### config.mk
export PLATFORM = sky130hd
export DESIGN_NAME = neuron_grad
export DESIGN_NICKNAME = d
export VERILOG_FILES = /design/src/rtl/neurasic_pkg.sv /design/src/rtl/fxp_mul_shift.sv /design/src/rtl/neuron_grad.sv
export SDC_FILE = /design/constraint.sdc
export NUM_CORES = 1
export LEC_CHECK = 0
export ABC_AREA = 1
export BUFFER_PORTS_ARGS = -buffer_cell sky130_fd_sc_hd__buf_2
export CAP_MARGIN = 20
export CORE_MARGIN = 1.5
export CORE_UTILIZATION = 35
export DETAILED_ROUTE_END_ITERATION = 7
export HOLD_SLACK_MARGIN = 0.06
export PLACE_DENSITY = 0.5
export SLEW_MARGIN = 25
export SYNTH_ARGS = -nofsm -noshare
export SYNTH_HDL_FRONTEND = slang
export SYNTH_HIERARCHICAL = 1
export SYNTH_SLANG_ARGS = --single-unit
### constraint.sdc
create_clock -name clk -period 9.05 [get_ports clk]
set_clock_uncertainty 0.15 [all_clocks]
set_input_delay 0.4525 -clock clk [delete_from_list [all_inputs] [get_ports clk]]
set_output_delay 0.4525 -clock clk [all_outputs]
set_load 0.005 [all_outputs]
### src/rtl/neurasic_pkg.sv
// Shared fixed-point definitions for the neuron lane: precisions, the
// sequencing state enum and the signed saturate/truncate helper.
package neurasic_pkg;

    localparam int XDATA_PREC = 5;
    localparam int WDATA_PREC = 5;

    typedef enum logic [1:0] {
        IDLE  = 2'd0,
        ACCUM = 2'd1,
        DONE  = 2'd2
    } state_t;

    // Reduce v to a signed width-bit value (clamped or wrapped), sign-extended back to 64 bits.
    function automatic logic signed [63:0] sat_trunc(
        input logic signed [63:0] v,
        input int                 width,
        input logic               sat
    );
        logic signed [63:0] max_v;
        logic signed [63:0] min_v;
        logic signed [63:0] result;
        max_v  = (64'sd1 <<< (width - 1)) - 64'sd1;
        min_v  = -max_v - 64'sd1;
        result = (v <<< (64 - width)) >>> (64 - width);
        if (sat) begin
            if (v > max_v) begin
                result = max_v;
            end else if (v < min_v) begin
                result = min_v;
            end
        end
        return result;
    endfunction

endpackage

### src/rtl/fxp_mul_shift.sv
// Signed fixed-point multiply with arithmetic right shift and output reduction.
// Saturates when NEURON_GRAD_SAT_EN is defined, otherwise wraps.
module fxp_mul_shift
    import neurasic_pkg::*;
#(
    parameter int A_WIDTH   = 10,
    parameter int B_WIDTH   = 11,
    parameter int SHIFT     = 5,
    parameter int OUT_WIDTH = 10
) (
    input  logic [A_WIDTH-1:0]   a,
    input  logic [B_WIDTH-1:0]   b,
    output logic [OUT_WIDTH-1:0] p
);

`ifdef NEURON_GRAD_SAT_EN
    localparam logic SAT_EN = 1'b1;
`else
    localparam logic SAT_EN = 1'b0;
`endif

    localparam int PW = A_WIDTH + B_WIDTH;

    logic signed [PW-1:0] prod;
    logic signed [63:0]   shifted;
    logic signed [63:0]   reduced;
    logic                 unused_hi;

    assign prod    = $signed(a) * $signed(b);
    // Shift in 64 bits so the flooring >>> sees the full sign-extended product.
    assign shifted = $signed({{(64 - PW){prod[PW-1]}}, prod}) >>> SHIFT;
    assign reduced = sat_trunc(shifted, OUT_WIDTH, SAT_EN);
    assign p       = reduced[OUT_WIDTH-1:0];
    assign unused_hi = ^reduced[63:OUT_WIDTH];

endmodule

### src/rtl/neuron_grad.sv
// ReLU neuron backward pass: per-sample dL/dx plus batch sums of dL/dw and dL/db.
// NEURON_GRAD_SAT_EN selects saturating (sticky) arithmetic instead of wrap.
module neuron_grad
    import neurasic_pkg::*;
#(
    parameter int XDATA_WIDTH = 10,
    parameter int WDATA_WIDTH = 11,
    parameter int XDATA_PREC_P = XDATA_PREC,
    parameter int WDATA_PREC_P = WDATA_PREC,
    parameter int ACC_WIDTH   = 24,
    parameter int CNT_WIDTH   = 8
) (
    input  logic                   clk,
    input  logic                   rst_n,
    input  logic                   start,
    input  logic [CNT_WIDTH-1:0]   batch_len,
    input  logic                   in_valid,
    output logic                   in_ready,
    input  logic [XDATA_WIDTH-1:0] in_x,
    input  logic [WDATA_WIDTH-1:0] in_w,
    input  logic [XDATA_WIDTH-1:0] in_y,
    input  logic [XDATA_WIDTH-1:0] in_gy,
    output logic                   gx_valid,
    input  logic                   gx_ready,
    output logic [XDATA_WIDTH-1:0] gx,
    output logic                   grad_valid,
    input  logic                   grad_ready,
    output logic [ACC_WIDTH-1:0]   grad_w,
    output logic [ACC_WIDTH-1:0]   grad_b,
    output logic                   busy
);

`ifdef NEURON_GRAD_SAT_EN
    localparam logic SAT_EN = 1'b1;
`else
    localparam logic SAT_EN = 1'b0;
`endif

    localparam int TW = 2 * XDATA_WIDTH;

    state_t                 state_reg, state_next;
    logic [CNT_WIDTH-1:0]   cnt_reg, len_reg;
    logic [ACC_WIDTH-1:0]   acc_w_reg, acc_b_reg;
    logic                   stick_w_reg, stick_b_reg;
    logic [XDATA_WIDTH-1:0] gx_reg;
    logic                   gx_valid_reg;

    logic                   accept;
    logic                   last_accept;
    logic [XDATA_WIDTH-1:0] g;
    logic [XDATA_WIDTH-1:0] gx_calc;
    logic signed [TW-1:0]   term_w;
    logic signed [63:0]     sum_w, sum_b, red_w, red_b;
    logic                   hit_w, hit_b;
    logic                   unused_hi;

    // ReLU derivative: only strictly positive activations pass the gradient.
    assign g = ($signed(in_y) > 0) ? in_gy : '0;

    fxp_mul_shift #(
        .A_WIDTH   (XDATA_WIDTH),
        .B_WIDTH   (WDATA_WIDTH),
        .SHIFT     (WDATA_PREC_P),
        .OUT_WIDTH (XDATA_WIDTH)
    ) u_gx_mul (
        .a (g),
        .b (in_w),
        .p (gx_calc)
    );

    assign term_w = $signed(g) * $signed(in_x);
    assign sum_w  = 64'($signed(acc_w_reg)) + 64'(term_w);
    assign sum_b  = 64'($signed(acc_b_reg)) + 64'($signed(g));
    assign red_w  = sat_trunc(sum_w, ACC_WIDTH, SAT_EN);
    assign red_b  = sat_trunc(sum_b, ACC_WIDTH, SAT_EN);
    assign hit_w  = SAT_EN && (red_w != sum_w);
    assign hit_b  = SAT_EN && (red_b != sum_b);
    assign unused_hi = ^{red_w[63:ACC_WIDTH], red_b[63:ACC_WIDTH]};

    assign in_ready    = (state_reg == ACCUM) && (!gx_valid_reg || gx_ready);
    assign accept      = in_valid && in_ready;
    assign last_accept = accept && (CNT_WIDTH'(cnt_reg + 1'b1) == len_reg);

    assign gx_valid   = gx_valid_reg;
    assign gx         = gx_reg;
    assign grad_valid = (state_reg == DONE);
    assign grad_w     = acc_w_reg;
    assign grad_b     = acc_b_reg;
    assign busy       = (state_reg != IDLE);

    always_ff @(posedge clk or negedge rst_n) begin
        if (!rst_n) begin
            state_reg <= IDLE;
        end else begin
            state_reg <= state_next;
        end
    end

    always_comb begin
        state_next = state_reg;
        case (state_reg)
            IDLE: begin
                if (start) begin
                    state_next = (batch_len == '0) ? DONE : ACCUM;
                end
            end
            ACCUM: begin
                if (last_accept) begin
                    state_next = DONE;
                end
            end
            DONE: begin
                if (grad_ready) begin
                    state_next = IDLE;
                end
            end
            default: state_next = IDLE;
        endcase
    end

    always_ff @(posedge clk or negedge rst_n) begin
        if (!rst_n) begin
            cnt_reg     <= '0;
            len_reg     <= '0;
            acc_w_reg   <= '0;
            acc_b_reg   <= '0;
            stick_w_reg <= 1'b0;
            stick_b_reg <= 1'b0;
        end else if (state_reg == IDLE && start) begin
            cnt_reg     <= '0;
            len_reg     <= batch_len;
            acc_w_reg   <= '0;
            acc_b_reg   <= '0;
            stick_w_reg <= 1'b0;
            stick_b_reg <= 1'b0;
        end else if (accept) begin
            cnt_reg <= cnt_reg + 1'b1;
            // Once an accumulator clamps it holds its limit until the next batch.
            if (!stick_w_reg) begin
                acc_w_reg   <= red_w[ACC_WIDTH-1:0];
                stick_w_reg <= hit_w;
            end
            if (!stick_b_reg) begin
                acc_b_reg   <= red_b[ACC_WIDTH-1:0];
                stick_b_reg <= hit_b;
            end
        end
    end

    always_ff @(posedge clk or negedge rst_n) begin
        if (!rst_n) begin
            gx_reg       <= '0;
            gx_valid_reg <= 1'b0;
        end else if (accept) begin
            gx_reg       <= gx_calc;
            gx_valid_reg <= 1'b1;
        end else if (gx_ready) begin
            gx_valid_reg <= 1'b0;
        end
    end

endmodule

==> impl_results.md, run 1 <==
- Status: finished clean
- Final worst slack: ~2.8 ns
- Post-Syn Area: between 10000 and 15000 um^2
- Worst slew margin: between 30% and 40%
- R2R depth: 18
- Period utilisation layout: between 60% and 70%
- Static Leakage: around 8.6 nW
- Yosys warns: 6
- H-tree depth: 3
- Initial Util: between 30% and 40%
- Synth cell types: 47
- Yosys reg bits: 77
- Post-Synthesis Cells: around 1900
- Placed inst area: approximately 15000 um^2
- Worst Tran Pin Value: approximately 1 ns
- Cell taking the most area after synthesis: fa_1
- GRT Residual Overflow: 0
- Largest net degree at the start of global routing: 50
- Layout cells sized above 1: under 10%
- Die width: about 200 um
- Final Routed Wirelength: between 30000 and 40000 um
- Filler Cell Count: ~4100
- Critical Path Start Type: input port
- Main area contributors after synthesis: fa_1 (28%), nand2_1 (15%), dfrtp_1 (14%), inv_1 (12%), ha_1 (11%)
- Top-area cell type share of the netlist area: 27.7%
- I/O pins: 117
- Pwr Density: roughly 280 nW/um^2
- P&R area growth vs syn: 9.48%
- Post-synth EDFFs: 0
- Peak supply drop: 0.194 mV
- Post-DP HPWL: 31500 um
- Final Hold Vio Count: 0
- CTS tree: built
- Min cycle time layout: approximately 6.2 ns
- Total CTS buffers: 9
- Critical path data required time: roughly 9 ns
- Setup CP Type: input port to flop
- Die Span Y: around 200 um
- Port bufs: ~120
- Dpl cells: 2454
- DR iter-0 viols: about 660
- Fin cells: around 2500
- Routed Antenna Nets: 0
- Multi-input combinational cell area: slightly below 10000 um^2
- Setup TNS: 0 ns
- Setup bufs post-CTS: 0
- DRC: 0
- Share of the yosys chip area belonging to registers: around 14%
- Final Setup Violations: 0
- Die area: approximately 40000 um^2
- Worst r2r src: grad_w[9]
- Hold Startpoint: batch_len[3]
- Hold WC Path Type: input port to flop
- Global Route Usage Sum: between 20% and 30%
- Clock Path Buffers: 2
- Num rows: 71
- Reg clk slew, reported paths: ~0.070 ns
- Placeable core area: 37800 um^2
- Crit path DAT: roughly 6.4 ns
- Reg area: between 1500 and 2000 um^2
- GPL Wtd Cong: around 0.90
- Finished Cell Area: between 10000 and 15000 um^2
- Most common flop cell mapped by yosys: dfrtp_1
- # hold bufs at CTS: 1
- Fin. max-slew vios: 0
- DRT Pass-1 Iters: 5
- Hold EP: len_reg[3]
- Reg2Reg Setup Slack: 4.72 ns
- Crit Reg-Reg Endpoint: grad_w[14]
- FMAX: approximately 160 MHz
- CP max FO: 20
- CTS Root Cell: clkbuf_16
- Fraction of registers with async set/reset: 100%
- Worst Hold Depth: 3
- Vias after detailed routing: about 12000
- Avg Cell Area, Syn: around 7.3 um^2
- Clock sinks: 77
- Count leader, synth: nand2_1
- Vias per cell: around 4.7
- Dpl ws: between 2 and 2.5 ns
- Nets: roughly 2300
- Antenna diodes: 0
- Max Cap Viol: 0
- First-pass GRT wire length: slightly above 60000 um
- Initial antenna violation count: 1
- Vias in the first global route: ~12000
- Drt wl/cell: between 15 and 20 um
- Syn Nets: about 2200
- Commonest cells post-synth: nand2_1 (529), inv_1 (427), fa_1 (187), nor2_1 (141), ha_1 (123)
- CP Capture Type: flop
- Worst-skew pair later-pin latency: between 0.3 and 0.4 ns
- RSZ-0062 raised after global routing: no
- Post-cts gate resize count: 0
-- final cells by class --
type                       count  share of cell area, %
tap                          511                   4.32
clock buffer                   9                   1.52
clock inverter                 6                  0.262
multi-input combinational   1305                   65.6
timing repair buffer         119                   4.11
sequential                    77                   13.0
inverter                     443                   11.2
-- per-stage QoR --
step	power [mW]	util, %	hold WS [ns]
after floorplan	2.93	-	0.00691
after global placement	3.79	38.4	0.274
after detailed placement	3.81	38.4	0.278
after CTS	4.21	39.1	0.193
after global routing	4.72	39.1	0.221
final	4.14	39.1	0.211
-- critical path, cell delays in order --
cell and delay (ns):
buf_2 0.07, nor2_1 0.03, and2_0 0.14, nand3_1 0.11, nand3_2 0.30, inv_2 0.52, inv_1 0.22, or2_2 0.34
fa_1 0.51, fa_1 0.55, inv_1 0.06, fa_1 0.50, fa_1 0.54, inv_1 0.05, fa_1 0.52, inv_1 0.04
ha_1 0.36, a21oi_1 0.30, o21ai_0 0.19, nand2_1 0.10, nand3_1 0.11, inv_1 0.07, nand3_1 0.07, nand2_1 0.06
nand2_1 0.05, nand2_1 0.06
-- cells by family after synthesis --
kind of cell               synth area share [%]
adders and majority gates                  39.1
AOI/OAI and AO/OA                          7.47
xor gates and xnor gates                  0.897
DFF                                        14.2
buffers and inverters                      14.0
and+or+nand+nor                            24.3
-- metal layers --
layer / share of wire, % / GRT usage [%] / vias to the layer above
met5: 0.024 / 0 / -
met1: 46 / 26.5 / 5600
met2: 48 / 34.7 / 206
met4: 2.3 / 5.60 / 2
met3: 3.2 / 2.58 / 49
li1: - / - / 5779
-- layout by cell type (no fill, tap or decap), types with 10 or more instances in the layout --
cell,synthesis,layout
o21ai_0,55,55
inv_1,427,427
dfrtp_1,77,77
inv_2,11,11
nand2_1,529,529
buf_2,6,115
o21ai_1,17,17
nand4_1,16,16
fa_1,187,187
nor3_1,10,10
nor2_1,141,141
nand2_2,11,11
a21oi_1,74,74
nand3_1,71,71
ha_1,123,123
-- worst max path at each step --
stage	start	endpoint	slack (ns)	depth (start not counted)
after detailed placement	in_y[7]	gx[9]	2.47	26
after CTS	in_y[7]	gx[9]	2.86	26
after floorplan	in_y[7]	gx[9]	3.33	29
final	in_y[7]	gx[9]	2.83	26
after global routing	in_y[7]	gx[9]	2.41	26
after global placement	in_y[7]	gx[9]	2.43	26
-- power breakdown --
part,internal [mW],total (mW),leakage (nW),switching (mW)
logic,1.14,3.16,7.48,2.02
clock network,0.184,0.353,0.127,0.169
registers,0.488,0.627,0.983,0.138
total,1.81,4.14,8.59,2.33
Note: power is estimated with default switching activity, not from simulation.
==> run 2: changes to the inputs <==
clock period = 5.8 ns   (was 9.05 ns; I/O delays follow)
==> impl_results.md, run 2 (same netlist as run 1, synthesis figures left out) <==
- Setup CP Type: input port to flop
- Pwr Density: 442 nW/um^2 (+58%)
- Antenna diodes: 0 (unchanged)
- Nets: 2378 (+2.5%)
- CP Capture Type: flop
- Commonest non-fill, non-tap cell in the layout: nand2_1
- FMAX: about 190 MHz
- Clock network power share: 9.6% (+1.1 points)
- Dpl ws: -0.0589 ns (-2.52 ns)
- Final Routed Wirelength: 38000 um (-0.56%)
- Initial antenna violation count: 1 (unchanged)
- Port bufs: 116 (unchanged)
- Worst hold slack: 0.0963 ns (-0.115 ns)
- Die Span Y: 200 um (unchanged)
- CP delay by family, top: adder cells
- I/O pins: 117 (unchanged)
- Placed inst area: 15000 um^2 (+2.9%)
- Period utilisation layout: roughly 93%
- Layout cells sized above 1: 11.7% (+2.6 points)
- Post-DP HPWL: 31700 um (+0.62%)
- Min cycle time layout: approximately 5.4 ns
- Vias per cell: 4.64 (-1.5%)
- Most frequent cells in the layout: nand2_1 (529), inv_1 (423), fa_1 (185)
- CP max FO: 6 (-70%)
- First-pass GRT wire length: 62300 um (about the same)
- Peak supply drop: 0.272 mV (+40%)
- Critical path data required time: 5.90 ns (-3.29 ns)
- Max incr delay on CP: 0.65 ns (+0.10 ns)
- Critical Path Start Type: input port
- CTS tree: built
- Crit path DAT: 5.50 ns (-0.86 ns)
- Util after Layout: 40.6% (+1.5 points)
- Sequential power share: 14.4% (-0.7 points)
- Combinational Power Share: 76.0% (-0.4 points)
- Worst slew margin: 38.3% (+4.3 points)
- Crit path max-delay cell type: fa_1
- Die area: 39800 um^2 (unchanged)
- Sw power: 3.68 mW (+58%)
- Hold WC Path Type: input port to flop
- Max Cap Viol: 0 (unchanged)
- GPL Wtd Cong: 0.891 (-0.78%)
- DR iter-0 viols: 559 (-16%)
- Worst path bufs/invs: 8 (+1)
- Worst Tran Pin Value: 0.924 ns (-0.0658 ns)
- Final Hold Vio Count: 0 (unchanged)
- Reg clk slew, reported paths: 0.07 ns (about the same)
- CTS Root Cell: clkbuf_16
- Placeable core area: 37800 um^2 (unchanged)
- Filler Cell Count: 4059 (+0.074%)
- Internal power: 3.11 mW (+71%)
- Vias after detailed routing: 11700 (+0.76%)
- Status: finished clean
- Total Power: 6.79 mW (+64%)
- H-tree depth: 3 (unchanged)
- Drt wl/cell: 15.0 um (-2.8%)
- Fin. max-slew vios: 0 (unchanged)
- DRT Pass-1 Iters: 5 (unchanged)
- Setup bufs post-CTS: 0 (unchanged)
- GRT Residual Overflow: 0 (unchanged)
- Largest net degree at the start of global routing: 50 (unchanged)
- Num rows: 71 (unchanged)
- RSZ-0062 raised after global routing: no
- Global Route Usage Sum: 20.1% (-0.075 points)
- CP most frequent cell: inv_1
- Clock sinks: 77 (unchanged)
- DRC: 0 (unchanged)
- Clock Path Buffers: 2 (unchanged)
- Final Setup Violations: 0 (unchanged)
- Die width: 200 um (unchanged)
- Worst-skew pair later-pin latency: 0.36 ns (about the same)
- Initial Util: 35.7% (unchanged)
- P&R area growth vs syn: 13.6%
- Final worst slack: 0.402 ns (-2.43 ns)
- Net Sw Frac: 54.2% (-2.0 points)
- Finished Cell Area: 15400 um^2 (+3.8%)
- Vias in the first global route: 12100 (+1.3%)
- Total CTS buffers: 9 (unchanged)
- Static Leakage: 8.89 nW (+3.4%)
- Routed Antenna Nets: 0 (unchanged)
-- run 2: cell count changes in the layout (fill, tap and decap cells not counted), sizes merged --
cell / delta
dlygate4sd3: +7
buf: +51
bufinv: +2
clkinv: -1
inv: -2
clkinvlp: +1
-- run 2: worst paths after layout --
path	startpoint	end	slack [ns]	depth (start not counted)
max in group asynchronous	rst_n	gx[9]	4.23	3
max	in_y[7]	grad_w[23]	0.40	28
max reg2reg	grad_w[9]	grad_w[14]	1.44	18
min reg2reg	gx[0]	gx[0]	0.32	2
min in group asynchronous	rst_n	grad_b[16]	0.26	2
min	batch_len[4]	len_reg[4]	0.1	3
-- run 2: metal layers --
layer	vias up	GRT usage, %	share of wire [%]
met4	2	4.82	1.9
met3	37	2.63	2.9
li1	5904	-	-
met2	168	34.7	48
met1	5614	26.6	47
met5	-	0	0.034
-- run 2: per-stage QoR --
stage / cells / setup TNS [ns]
after floorplan: 1863 / 0
after global placement: 2505 / -0.104
after detailed placement: 2505 / -0.0589
after CTS: 2528 / 0
after global routing: 2528 / 0
final: 2528 / 0
-- run 2: layout make-up --
type	count	area, um^2	share of cell area (%)
multi-input combinational	1305	9710	63.2
sequential	77	1930	12.5
inverter	443	1670	10.9
timing repair buffer	177	1100	7.15
tap	511	639	4.16
clock buffer	9	225	1.47
clock inverter	6	95.1	0.619
-- run 2: worst register-to-register path, stage by stage (launching register included) --
cell and delay, ns:
dfrtp_1 0.48, fa_1 0.54, inv_1 0.05, fa_1 0.49
inv_1 0.05, fa_1 0.55, inv_1 0.06, fa_1 0.48
inv_1 0.04, ha_1 0.33, a21oi_1 0.25, o21ai_0 0.17
inv_1 0.08, nand2_1 0.11, nand2_1 0.08, nand2_1 0.08
a21oi_1 0.12, o21ai_1 0.12, nand2_1 0.07
-- run 2: what timing repair did --
item                                    4_1_cts  5_1_grt
resized for setup                             0        7
endpoints found under the setup margin        0        3
hold endpoints to repair                     35        0
hold buffers                                  8        0
-- run 2: power groups by stage --
stage,sequential (mW),combinational (mW),clock (mW)
after floorplan,0.931,3.64,0
after global placement,0.990,5.15,0
after detailed placement,0.996,5.15,0
after CTS,0.989,5.21,0.674
after global routing,1.01,6.00,0.692
final,0.979,5.16,0.649
